### src/rtl/rv32i_pkg.sv
// Shared RV32I definitions: loader FSM states and the instruction
// encodings the loader and benches need.
package rv32i_pkg;

    typedef enum logic [1:0] {
        IDLE = 2'd0,
        LOAD = 2'd1,
        PAD  = 2'd2,
        RUN  = 2'd3
    } loader_state_e;

    // addi x0, x0, 0
    localparam logic [31:0] RV_NOP  = 32'h0000_0013;
    // jal x0, 0 (spin in place)
    localparam logic [31:0] RV_HALT = 32'h0000_006f;

endpackage

### src/rtl/prog_loader.sv
// Program loader: streams an image into instruction memory and holds the
// CPU in reset until the image is in place.
// Optional feature macro PROG_LOADER_PAD_EN: when defined, memory beyond a
// short image is filled with NOPs before the CPU is released.
module prog_loader
    import rv32i_pkg::*;
#(
    parameter  int DEPTH  = 256,
    localparam int ADDR_W = $clog2(DEPTH)
) (
    input  logic              clk,
    input  logic              rst,
    input  logic              start,
    input  logic              s_valid,
    input  logic [31:0]       s_data,
    input  logic              s_last,
    output logic              s_ready,
    output logic              mem_we,
    output logic [ADDR_W-1:0] mem_addr,
    output logic [31:0]       mem_wdata,
    output logic              cpu_rst,
    output logic              load_done,
    output logic [ADDR_W:0]   word_count,
    output logic              err_overflow
);

    localparam logic [ADDR_W:0] COUNT_MAX = '1;

    loader_state_e     state_q, state_d;
    logic [ADDR_W:0]   wordCount_q, wordCount_d;
    logic              errOverflow_q, errOverflow_d;
    logic              sReady_q, sReady_d;
    logic              memWe_q, memWe_d;
    logic [ADDR_W-1:0] memAddr_q, memAddr_d;
    logic [31:0]       memWdata_q, memWdata_d;
    logic              cpuRst_q, cpuRst_d;
    logic              loadDone_q, loadDone_d;
    logic              handshake;
`ifdef PROG_LOADER_PAD_EN
    localparam logic [ADDR_W-1:0] LAST_ADDR = ADDR_W'(DEPTH - 1);
    logic [ADDR_W-1:0] padAddr_q, padAddr_d;
`endif

    assign handshake = s_valid && sReady_q;

    // Next-state, write-port and count logic; the stream address is the low
    // bits of word_count, and its MSB marks memory as full.
    always_comb begin
        state_d       = state_q;
        wordCount_d   = wordCount_q;
        errOverflow_d = errOverflow_q;
        memWe_d       = 1'b0;
        memAddr_d     = memAddr_q;
        memWdata_d    = memWdata_q;
`ifdef PROG_LOADER_PAD_EN
        padAddr_d     = padAddr_q;
`endif
        case (state_q)
            IDLE, RUN: begin
                if (start) begin
                    state_d       = LOAD;
                    wordCount_d   = '0;
                    errOverflow_d = 1'b0;
                end
            end
            LOAD: begin
                if (handshake) begin
                    if (!wordCount_q[ADDR_W]) begin
                        memWe_d    = 1'b1;
                        memAddr_d  = wordCount_q[ADDR_W-1:0];
                        memWdata_d = s_data;
                    end else begin
                        errOverflow_d = 1'b1;
                    end
                    if (wordCount_q != COUNT_MAX) begin
                        wordCount_d = wordCount_q + 1'b1;
                    end
                    if (s_last) begin
`ifdef PROG_LOADER_PAD_EN
                        if (!wordCount_d[ADDR_W]) begin
                            state_d   = PAD;
                            padAddr_d = wordCount_d[ADDR_W-1:0];
                        end else begin
                            state_d = RUN;
                        end
`else
                        state_d = RUN;
`endif
                    end
                end
            end
`ifdef PROG_LOADER_PAD_EN
            PAD: begin
                memWe_d    = 1'b1;
                memAddr_d  = padAddr_q;
                memWdata_d = RV_NOP;
                if (padAddr_q == LAST_ADDR) begin
                    state_d = RUN;
                end else begin
                    padAddr_d = padAddr_q + 1'b1;
                end
            end
`endif
            default: begin
                state_d = IDLE;
            end
        endcase
        sReady_d   = (state_d == LOAD);
        loadDone_d = (state_q == RUN) && (state_d == RUN);
        cpuRst_d   = !loadDone_d;
    end

    // State and output registers with synchronous reset.
    always_ff @(posedge clk) begin
        if (rst) begin
            state_q       <= IDLE;
            wordCount_q   <= '0;
            errOverflow_q <= 1'b0;
            sReady_q      <= 1'b0;
            memWe_q       <= 1'b0;
            memAddr_q     <= '0;
            memWdata_q    <= '0;
            cpuRst_q      <= 1'b1;
            loadDone_q    <= 1'b0;
`ifdef PROG_LOADER_PAD_EN
            padAddr_q     <= '0;
`endif
        end else begin
            state_q       <= state_d;
            wordCount_q   <= wordCount_d;
            errOverflow_q <= errOverflow_d;
            sReady_q      <= sReady_d;
            memWe_q       <= memWe_d;
            memAddr_q     <= memAddr_d;
            memWdata_q    <= memWdata_d;
            cpuRst_q      <= cpuRst_d;
            loadDone_q    <= loadDone_d;
`ifdef PROG_LOADER_PAD_EN
            padAddr_q     <= padAddr_d;
`endif
        end
    end

    assign s_ready      = sReady_q;
    assign mem_we       = memWe_q;
    assign mem_addr     = memAddr_q;
    assign mem_wdata    = memWdata_q;
    assign cpu_rst      = cpuRst_q;
    assign load_done    = loadDone_q;
    assign word_count   = wordCount_q;
    assign err_overflow = errOverflow_q;

endmodule

### config.mk
export PLATFORM = sky130hd
export DESIGN_NAME = prog_loader
export DESIGN_NICKNAME = d
export VERILOG_FILES = /design/src/rtl/rv32i_pkg.sv /design/src/rtl/prog_loader.sv
export SDC_FILE = /design/constraint.sdc
export NUM_CORES = 1
export LEC_CHECK = 0
export BUFFER_PORTS_ARGS = -buffer_cell sky130_fd_sc_hd__buf_2
export CORE_UTILIZATION = 47
export CTS_CLUSTER_DIAMETER = 200
export DETAILED_ROUTE_END_ITERATION = 12
export PLACE_DENSITY_LB_ADDON = 0.25
export SYNTH_ARGS = -nofsm -noshare
export SYNTH_HDL_FRONTEND = slang
export SYNTH_SLANG_ARGS = --single-unit
### constraint.sdc
create_clock -name clk -period 2.6 [get_ports clk]
set_input_delay 0.52 -clock clk [delete_from_list [all_inputs] [get_ports clk]]
set_output_delay 0.52 -clock clk [all_outputs]
set_load 0.1 [all_outputs]
### After elaboration in Yosys (flattened, before gate mapping)

Index checks and enable logic that the tools add are counted.

| cells by class | value |
|---|---|
| reduce and logical (&&, ||, !) cells | 10 |
| equality and inequality tests | 9 |
| add/subtract/negate cells | 1 |
| divide/modulo/power cells | 0 |
| shifts and indexed selects | 0 |
| bitwise operators | 3 |
| $mul | 0 |
| order comparisons | 0 |
| mux-type cells | 13 |

Operators with widths:

| kind | count |
|---|---|
| $mux 9 | 3 |
| $pmux 9 s2 | 1 |
| $add 9x1->9 const B | 1 |
| $ne 9x9->1 const B | 1 |
| $ne 2x2->1 const B | 4 |
| $reduce_and 4->1 | 2 |
| $mux 2 | 3 |
| $eq 2x1->1 const B | 2 |
| $eq 2x2->1 const B | 2 |
| $mux 1 | 4 |
| $pmux 2 s2 | 1 |
| $not 1->1 | 3 |
| $reduce_and 3->1 | 1 |
| $reduce_or 3->1 | 1 |
| $logic_and 1x1->1 | 2 |
| $logic_not 2->1 | 1 |
| $pmux 1 s2 | 1 |
| $reduce_bool 2->1 | 1 |
| $reduce_or 2->1 | 1 |
| $logic_not 1->1 | 1 |

| word-level totals | value |
|---|---|
| logic and storage cells | 45 |
| memory bits (writable) | 0 |
| bits in latches | 0 |
| input bits | 37 |
| memories kept | 0 |
| output and inout port bits | 54 |
| register bits after elaboration | 56 |
| bits in read-only memories | 0 |

### Depth between registers and ports, before layout

Gate-level depths: netlist of the first run.

| logic depth | value |
|---|---|
| word-level depth | 6 |
| gate-level depth with buffers | 8 |
| gate-level depth less buffers | 8 |

### Worst setup path before layout of the first run

No wires, ideal clock.

| timing | value |
|---|---|
| kind | register to register |
| start point | reg wordCount_q[0] (netlist: word_count[0]) |
| end point | reg wordCount_q[6] (netlist: word_count[6]) |
| buffers on the path | 0 |
| clock period less this slack | 2.438 ns |
| data arrival time | 2.367 ns |
| data required time | 2.528 ns |
| cell stages (with the launch flop) | 9 |
| setup slack | 0.162 ns |
| library setup time | 0.072 ns |
| cell sequence | dfxtp_1 ha_1 nand2_1 nor4_1 ha_1 nand4b_4 a21o_1 or4_1 a21oi_1 |

| on the way | value |
|---|---|
| cells in the longest elaborated chain, start to end | 4 |
| elaborated cells on any way between the ends | 7 |
| classes of those cells | add/sub: 1; eq/ne: 2; mux: 3; reduce/logical: 1 |

Ends and longest elaborated chain:

| item | line | RTL |
|---|---|---|
| from (decl) | prog_loader.sv:30 | `logic [ADDR_W:0] wordCount_q, wordCount_d;` |
| from (signal assigned) | prog_loader.sv:130 | `wordCount_q <= wordCount_d;` |
| $add 9x1->9 | prog_loader.sv:76 | `wordCount_d = wordCount_q + 1'b1;` |
| $mux 9 | prog_loader.sv:75 | `if (wordCount_q != COUNT_MAX) begin` |
| $mux 9 | prog_loader.sv:67 | `if (handshake) begin` |
| $pmux 9 s2 | prog_loader.sv:58 | `case (state_q)` |

Several ways; a longest one is shown, not always the timed one. The select of a mux whose other input is x is not followed.
A chain may end at the register's enable or synchronous reset.

### Worst setup path in the final report of the first run

Ends and elaborated chain as after synthesis.

==> results of run 1 <==
-- stage by stage --
| stage | util [%] | hold WS, ns | total power [W] |
|---|---|---|---|
| detailed placement | 60.0 | 0.443 | 0.00122 |
| global placement | 60.0 | 0.439 | 0.00122 |
| CTS | 61.8 | 0.428 | 0.00165 |
| global route | 61.8 | 0.417 | 0.00172 |
| floorplan | - | 0.552 | 0.00115 |
| finish | 61.8 | 0.423 | 0.00164 |
-- worst reg2reg max path: stages, from the launching register on --
cell and delay [ns]:
dfxtp_1 0.37, ha_1 0.24, nand2_1 0.11, nor4_1 0.06, ha_1 0.17, nand4b_4 0.21, a21o_1 0.24, or4_1 0.40
a21oi_1 0.14
-- per-layer routing --
layer | GRT usage, % | vias to the layer above | wire [um]
met5 | 0 | - | 0
li1 | - | 1021 | -
met3 | 4.80 | 8 | 238
met4 | 7.03 | 0 | 62
met2 | 33.3 | 52 | 2160
met1 | 23.2 | 845 | 2090
-- report_power, final --
part | switching, W | internal [W]
logic | 0.000234 | 0.0000659
clock network | 0.000263 | 0.000184
registers | 0.0000164 | 0.000880
total | 0.000513 | 0.00113
-- cells in the final DEF (no fill, tap or decap), types with 2 or more instances in the layout --
cell type | netlist | layout
a21o_1 | 2 | 2
nand3_1 | 7 | 7
buf_2 | 4 | 90
inv_1 | 7 | 7
nor2_1 | 8 | 8
a21oi_1 | 45 | 45
nand2b_1 | 2 | 2
ha_1 | 6 | 6
buf_4 | 0 | 3
clkbuf_8 | 0 | 5
dfxtp_1 | 56 | 56
and3_1 | 3 | 3
a211oi_1 | 5 | 5
xnor2_1 | 5 | 5
nand2_1 | 87 | 87
o21ai_0 | 2 | 2
-- worst min-delay path by stage --
stage / from / cells past startpoint / end
final: rst / 2 / word_count[1]$_SDFFE_PP0P_
after global routing: rst / 2 / word_count[1]$_SDFFE_PP0P_
after CTS: rst / 2 / word_count[1]$_SDFFE_PP0P_
after detailed placement: mem_wdata[9]$_SDFFE_PP0P_ / 2 / mem_wdata[9]$_SDFFE_PP0P_
after global placement: mem_wdata[29]$_SDFFE_PP0P_ / 2 / mem_wdata[29]$_SDFFE_PP0P_
after floorplan: state_q[1]$_SDFF_PP0_ / 2 / state_q[1]$_SDFF_PP0_
-- state kept, by name (all words and copies together) (netlist names) --
name,cells
cpu_rst,1
s_ready,1
load_done,1
mem_wdata,32
mem_addr,8
mem_we,1
word_count,9
state_q,2
err_overflow,1
-- cell families after synthesis --
| kind of cell | after synthesis | synth area share, % |
|---|---|---|
| fa+ha+maj | 6 | 3.52 |
| xor+xnor | 5 | 2.05 |
| flops | 56 | 52.5 |
| simple gates | 113 | 22.6 |
| buf+inv | 22 | 4.16 |
| compound gates | 58 | 15.2 |
-- layout make-up --
type / instances / share of cell area [%]
sequential: 56 / 41.7
timing repair buffer: 93 / 17.6
inverter: 7 / 0.977
tap: 52 / 2.42
multi-input combinational: 182 / 34.5
clock inverter: 1 / 0.186
clock buffer: 6 / 2.70
==> run_results.csv, run 1 <==
group,metric,value,unit
status,status,"finished, final reports clean",
global_routing,grt.total_usage,19.3,%
clock_network,clock_sinks,56,
synth,syn_inst,260,
worst_setup_path,reg2reg_to,"word_count[6]$_SDFFE_PP0P_",
global_routing,grt_pass1_wl,7540,um
layout,syn_to_final_growth,26.0,%
timing,worst_pin_slew,0.649,ns
synth,synth.avg_cell_area,8.21,um2
pwr,p_leak,1.21,nW
timing,layout_worst_path_cycle_share,76.6,%
worst_setup_path,required,2.84,ns
min_path,hold_class,"in2reg",
synth,synth_seq_cells,56,
global_routing,grt.overflow.total,0,
synth,ys_seq_area_share,52.5,%
synth,yosysUniqueCellTypes,25,
place,dp.cells,390,
synth,netlist.area_leader.share,52.5,%
clock_network,clock_path_buffers,2,
timing,setup_tns,0,ns
clock_network,post_cts_buffers,0,
global_routing,grt_max_degree,44,
die,fp.dieArea,0.00481,mm2
layout,num-nets-final,388,
pwr,ir_drop,244,uV
clock_network,cts_tree,"built",
worst_setup_path,cp.buffers_inverters,0,
layout,drive_above_1_share,29.9,%
synth,synth.cell_area,0.00213,mm2
synth,post-synth-top-area-cell,"dfxtp_1",
pwr,power_per_cell_area,611,mW/mm2
place,globalplace.congestion,0.879,
routing,drc,0,
place,placedInstanceArea,0.00261,mm2
layout,ff_latch_area,0.00112,mm2
place,numPortBuffers,90,
routing,route.vias.total,1926,
worst_setup_path,criticalPathCategory,"reg2reg",
routing,dr.pass1.iters,4,
worst_setup_path,path_common_cell,"ha_1",
die,core_area,0.00435,mm2
global_routing,grt_pass1_vias,1730,
timing,grt_setup_unrepaired,"false",
worst_setup_path,crit_end,"word_count[6]$_SDFFE_PP0P_",
layout,final_area,0.00269,mm2
worst_setup_path,crit_chain,"ha_1, nand2_1, nor4_1, ha_1, nand4b_4, a21o_1, or4_1, a21oi_1",
layout,instances_no_fill,397,
timing,fin_skew,0.00718,ns
timing,final_max_slew_viol_count,0,
clock_network,clkTransAtPathRegs,0.09,ns
die,start_util,49.0,%
die,die_y,69.4,um
run,maxCapViolCount,0,
routing,drt_iter0_markers,97,
worst_setup_path,crit_arrival,2.23,ns
worst_setup_path,crit_slowest_cell,"or4_1",
worst_setup_path,cp_num_cells,8,
clock_network,root_buffer,"clkbuf_8",
die,rows,24,
clock_network,ctsResizeCount,0,
routing,wl_per_cell,11.5,um
timing,setup_viol,0,
timing,finalWorstSetupSlack,0.609,ns
worst_setup_path,cp-start-kind,"flip-flop",
timing,hold_violations,0,
place,hpwl,3130,um
global_routing,antenna_found_initial,0,
clock_network,insertion_delay,0.31,ns
worst_setup_path,worstRegToRegCells,8,
clock_network,htree_levels,2,
synth,synth_area_leaders,"dfxtp_1 53%, nand2_1 15%, a21oi_1 11%",
routing,avgViaCountPerCell,4.85,
timing,fmax,502,MHz
die,die_w,69.4,um
routing,drtAntennaViolNets,0,
synth,synth_ff_type,"dfxtp_1",
worst_setup_path,max_stage_delay,0.40,ns
layout,antenna_cells,0,
worst_setup_path,worst_setup_path_end_kind,"flip-flop",
worst_setup_path,worstReg2RegStart,"word_count[0]$_SDFFE_PP0P_",
synth,synth_most_common_cell,"nand2_1",
layout,fillCellCount,422,
layout,multiInputGateArea,927,um2
synth,async_flop_share,0,%
synth,synthTopCellsByCount,"87 x nand2_1, 56 x dfxtp_1, 45 x a21oi_1, 10 x clkbuf_1, 8 x nor2_1",
worst_setup_path,critical-path-top-delay-family,"simple AND/OR/NAND/NOR gates",
worst_setup_path,cp-startpoint,"word_count[0]$_SDFFE_PP0P_",
synth,synth_nets,303,
clock_network,cts_buffers,5,
synth,yosys_warnings,0,
clock_network,cts_hold_buf,0,
worst_setup_path,cp_max_fo,6,
worst_setup_path,r2r_slack,0.61,ns
timing,period_needed,1.99,ns
routing,drt-total-wl,4550,um
place,dp_slack,0.630,ns
synth,synth-edff-count,0,
die,num_io_pins,91,
timing,max_slew_margin,56.7,%
Power figures use the tool's default switching activity.
==> run 2: changes to the inputs <==
Settings changed: ABC_AREA from default to 1, CORE_UTILIZATION 47 to 43.
Clock period 2.6 ns to 1.8 ns, I/O delays scaled along.
==> run_results.csv, run 2 <==
group,metric,value,unit
status,status,"finished, final reports clean",
die,num_io_pins,91,
synth,synth_ff_type,"dfxtp_1",
routing,wl_per_cell,12.1,um
clock_network,cts_buffers,5,
min_path,hold_depth,2,
die,core_area,0.00482,mm2
clock_network,clkTransAtPathRegs,0.09,ns
timing,setup_tns,0,ns
worst_setup_path,worstReg2RegStart,"word_count[1]$_SDFFE_PP0P_",
synth,synth.cell_area,0.00221,mm2
worst_setup_path,worstRegToRegCells,12,
synth,yosysUniqueCellTypes,24,
timing,final_max_slew_viol_count,0,
worst_setup_path,r2r_slack,0.02,ns
synth,synth_seq_cells,56,
routing,route.vias.total,2089,
timing,setup_viol,0,
place,globalplace.congestion,0.839,
synth,synth_area_leaders,"dfxtp_1 51%, nor2_1 12%, o21ai_0 9.5%",
place,placedInstanceArea,0.00273,mm2
worst_setup_path,cp_max_fo,6,
synth,synth-edff-count,0,
timing,period_needed,1.78,ns
die,start_util,45.8,%
synth,yosys_warnings,0,
die,die_w,73.7,um
worst_setup_path,worst_setup_path_end_kind,"flip-flop",
routing,drc,0,
synth,netlist.area_leader.share,50.8,%
timing,layout_worst_path_cycle_share,99.0,%
clock_network,insertion_delay,0.31,ns
timing,max_slew_margin,66.6,%
pwr,power_per_cell_area,964,mW/mm2
synth,synth.avg_cell_area,7.94,um2
run,maxCapViolCount,0,
layout,syn_to_final_growth,33.0,%
clock_network,clock_sinks,56,
layout,instances_no_fill,438,
layout,fin_util,61.0,%
min_path,hold_class,"in2reg",
layout,num-nets-final,414,
routing,drt_iter0_markers,84,
clock_network,htree_levels,2,
layout,drive_above_1_share,39.1,%
die,die_y,73.7,um
worst_setup_path,cp-start-kind,"flip-flop",
routing,drt-total-wl,5310,um
worst_setup_path,criticalPathCategory,"reg2reg",
global_routing,grt.total_usage,19.5,%
timing,hold_violations,0,
timing,fin_skew,0.00303,ns
worst_setup_path,required,2.04,ns
timing,grt_setup_unrepaired,"true",
layout,final_common_cell,"buf_2",
layout,layout_common_cells,"90 x buf_2, 70 x nor2_1, 46 x dfxtp_1",
place,hpwl,3530,um
global_routing,antenna_found_initial,0,
clock_network,root_buffer,"clkbuf_8",
pwr,power_switching,0.00101,W
timing,worst_pin_slew,0.505,ns
timing,fmax,561,MHz
min_path,min_to,"word_count[2]$_SDFFE_PP0P_",
place,dp_slack,0.0440,ns
pwr,p_leak,1.40,nW
worst_setup_path,crit_arrival,2.02,ns
layout,largest_reg_flops,32,
global_routing,grt.overflow.total,0,
place,dp.cells,428,
synth,post-synth-top-area-cell,"dfxtp_1",
place,numPortBuffers,90,
synth,synth_nets,321,
worst_setup_path,reg2reg_to,"word_count[3]$_SDFFE_PP0P_",
global_routing,grt_pass1_wl,8020,um
pwr,p_clk_share,25.7,%
pwr,ir_drop,468,uV
global_routing,grt_max_degree,45,
clock_network,cts_hold_buf,0,
pwr,pwr-share-seq,46.8,%
die,fp.dieArea,0.00543,mm2
synth,syn_inst,278,
routing,drtAntennaViolNets,0,
global_routing,grt_pass1_vias,1848,
layout,antenna_cells,0,
synth,ys_seq_area_share,50.8,%
pwr,cell_internal_pwr,0.00182,W
pwr,p_comb_share,27.5,%
synth,async_flop_share,0,%
die,rows,25,
pwr,sw_frac_of_total,35.8,%
synth,synthTopCellsByCount,"70 x nor2_1, 56 x dfxtp_1, 42 x o21ai_0, 28 x nand2_1, 16 x inv_1",
layout,final_area,0.00294,mm2
min_path,min_from,"rst",
timing,finalWorstSetupSlack,0.0186,ns
synth,synth_most_common_cell,"nor2_1",
clock_network,clock_path_buffers,2,
routing,dr.pass1.iters,4,
clock_network,cts_tree,"built",
routing,avgViaCountPerCell,4.77,
run 2: cell count changes after synthesis, sizes merged, moves of 4 or more:
cell	delta
a211oi	-5
a21oi	-32
clkbuf	-4
inv	+10
nand2	-58
nor2	+74
nor3	+4
o21ai	+41
xnor2	-5
run 2: timing repair:
| item | CTS | global route |
|---|---|---|
| buffers inserted | 0 | 2 |
| gates resized for setup | 0 | 21 |
| setup endpoints to repair | 0 | 16 |
run 2: final cells by class:
cell class,count,area [um2]
multi-input combinational,191,1010
sequential,56,1150
inverter,18,75.1
timing repair buffer,99,526
clock buffer,7,97.6
fill,450,1880
tap,67,83.8
run 2: critical path, stage by stage, from the launching register on:
cell and delay, ns:
dfxtp_4 0.38, ha_4 0.15, nand2_4 0.06, nor3_4 0.20, and3_4 0.23, ha_4 0.12
nand2_2 0.06, o21ai_4 0.08, nor2_4 0.08, buf_6 0.13, nand2_2 0.06, nand2_1 0.05
a21oi_1 0.12
run 2: cells by family (layout without fill, tap and decap cells):
| family | Yosys count | count (layout) | share of synthesized area (%) |
|---|---|---|---|
| AO/OA/AOI/OAI | 57 | 57 | 13.0 |
| adder cells (fa/ha/maj) | 6 | 6 | 3.40 |
| buffers and inverters | 31 | 124 | 8.05 |
| flip-flops | 56 | 56 | 50.8 |
| AND/OR/NAND/NOR | 128 | 128 | 24.8 |
run 2: how the worst max path moves through the flow:
stage,start,to,slack (ns),cells after the start
2_1_floorplan,word_count[1]$_SDFFE_PP0P_,word_count[7]$_SDFFE_PP0P_,-0.07,11
3_3_place_gp,word_count[1]$_SDFFE_PP0P_,word_count[7]$_SDFFE_PP0P_,0.08,12
3_5_place_dp,word_count[1]$_SDFFE_PP0P_,word_count[4]$_SDFFE_PP0P_,0.04,12
4_1_cts,word_count[1]$_SDFFE_PP0P_,word_count[4]$_SDFFE_PP0P_,0.01,12
5_1_grt,word_count[1]$_SDFFE_PP0P_,word_count[3]$_SDFFE_PP0P_,-0.1,12
6_report,word_count[1]$_SDFFE_PP0P_,word_count[3]$_SDFFE_PP0P_,0.02,12
run 2: metal layers:
metal,track usage [%],routed length [um],up-vias
met5,0,0,-
met4,8.12,116,0
met2,32.6,2450,77
li1,-,-,1072
met3,6.45,434,10
met1,22.7,2310,930
run 2: power by group through the flow:
stage	Combinational (W)	Clock, W	Sequential (W)
2_1_floorplan	0.000209	0	0.00175
3_3_place_gp	0.000729	0	0.00135
3_5_place_dp	0.000735	0	0.00136
4_1_cts	0.000737	0.000762	0.00133
5_1_grt	0.000825	0.000815	0.00133
6_report	0.000779	0.000728	0.00132
run 2: metrics by stage:
step	total power [W]	hold WS, ns
detailed placement	0.00209	0.452
CTS	0.00283	0.286
finish	0.00283	0.291
floorplan	0.00196	0.419
global placement	0.00208	0.448
global route	0.00297	0.286
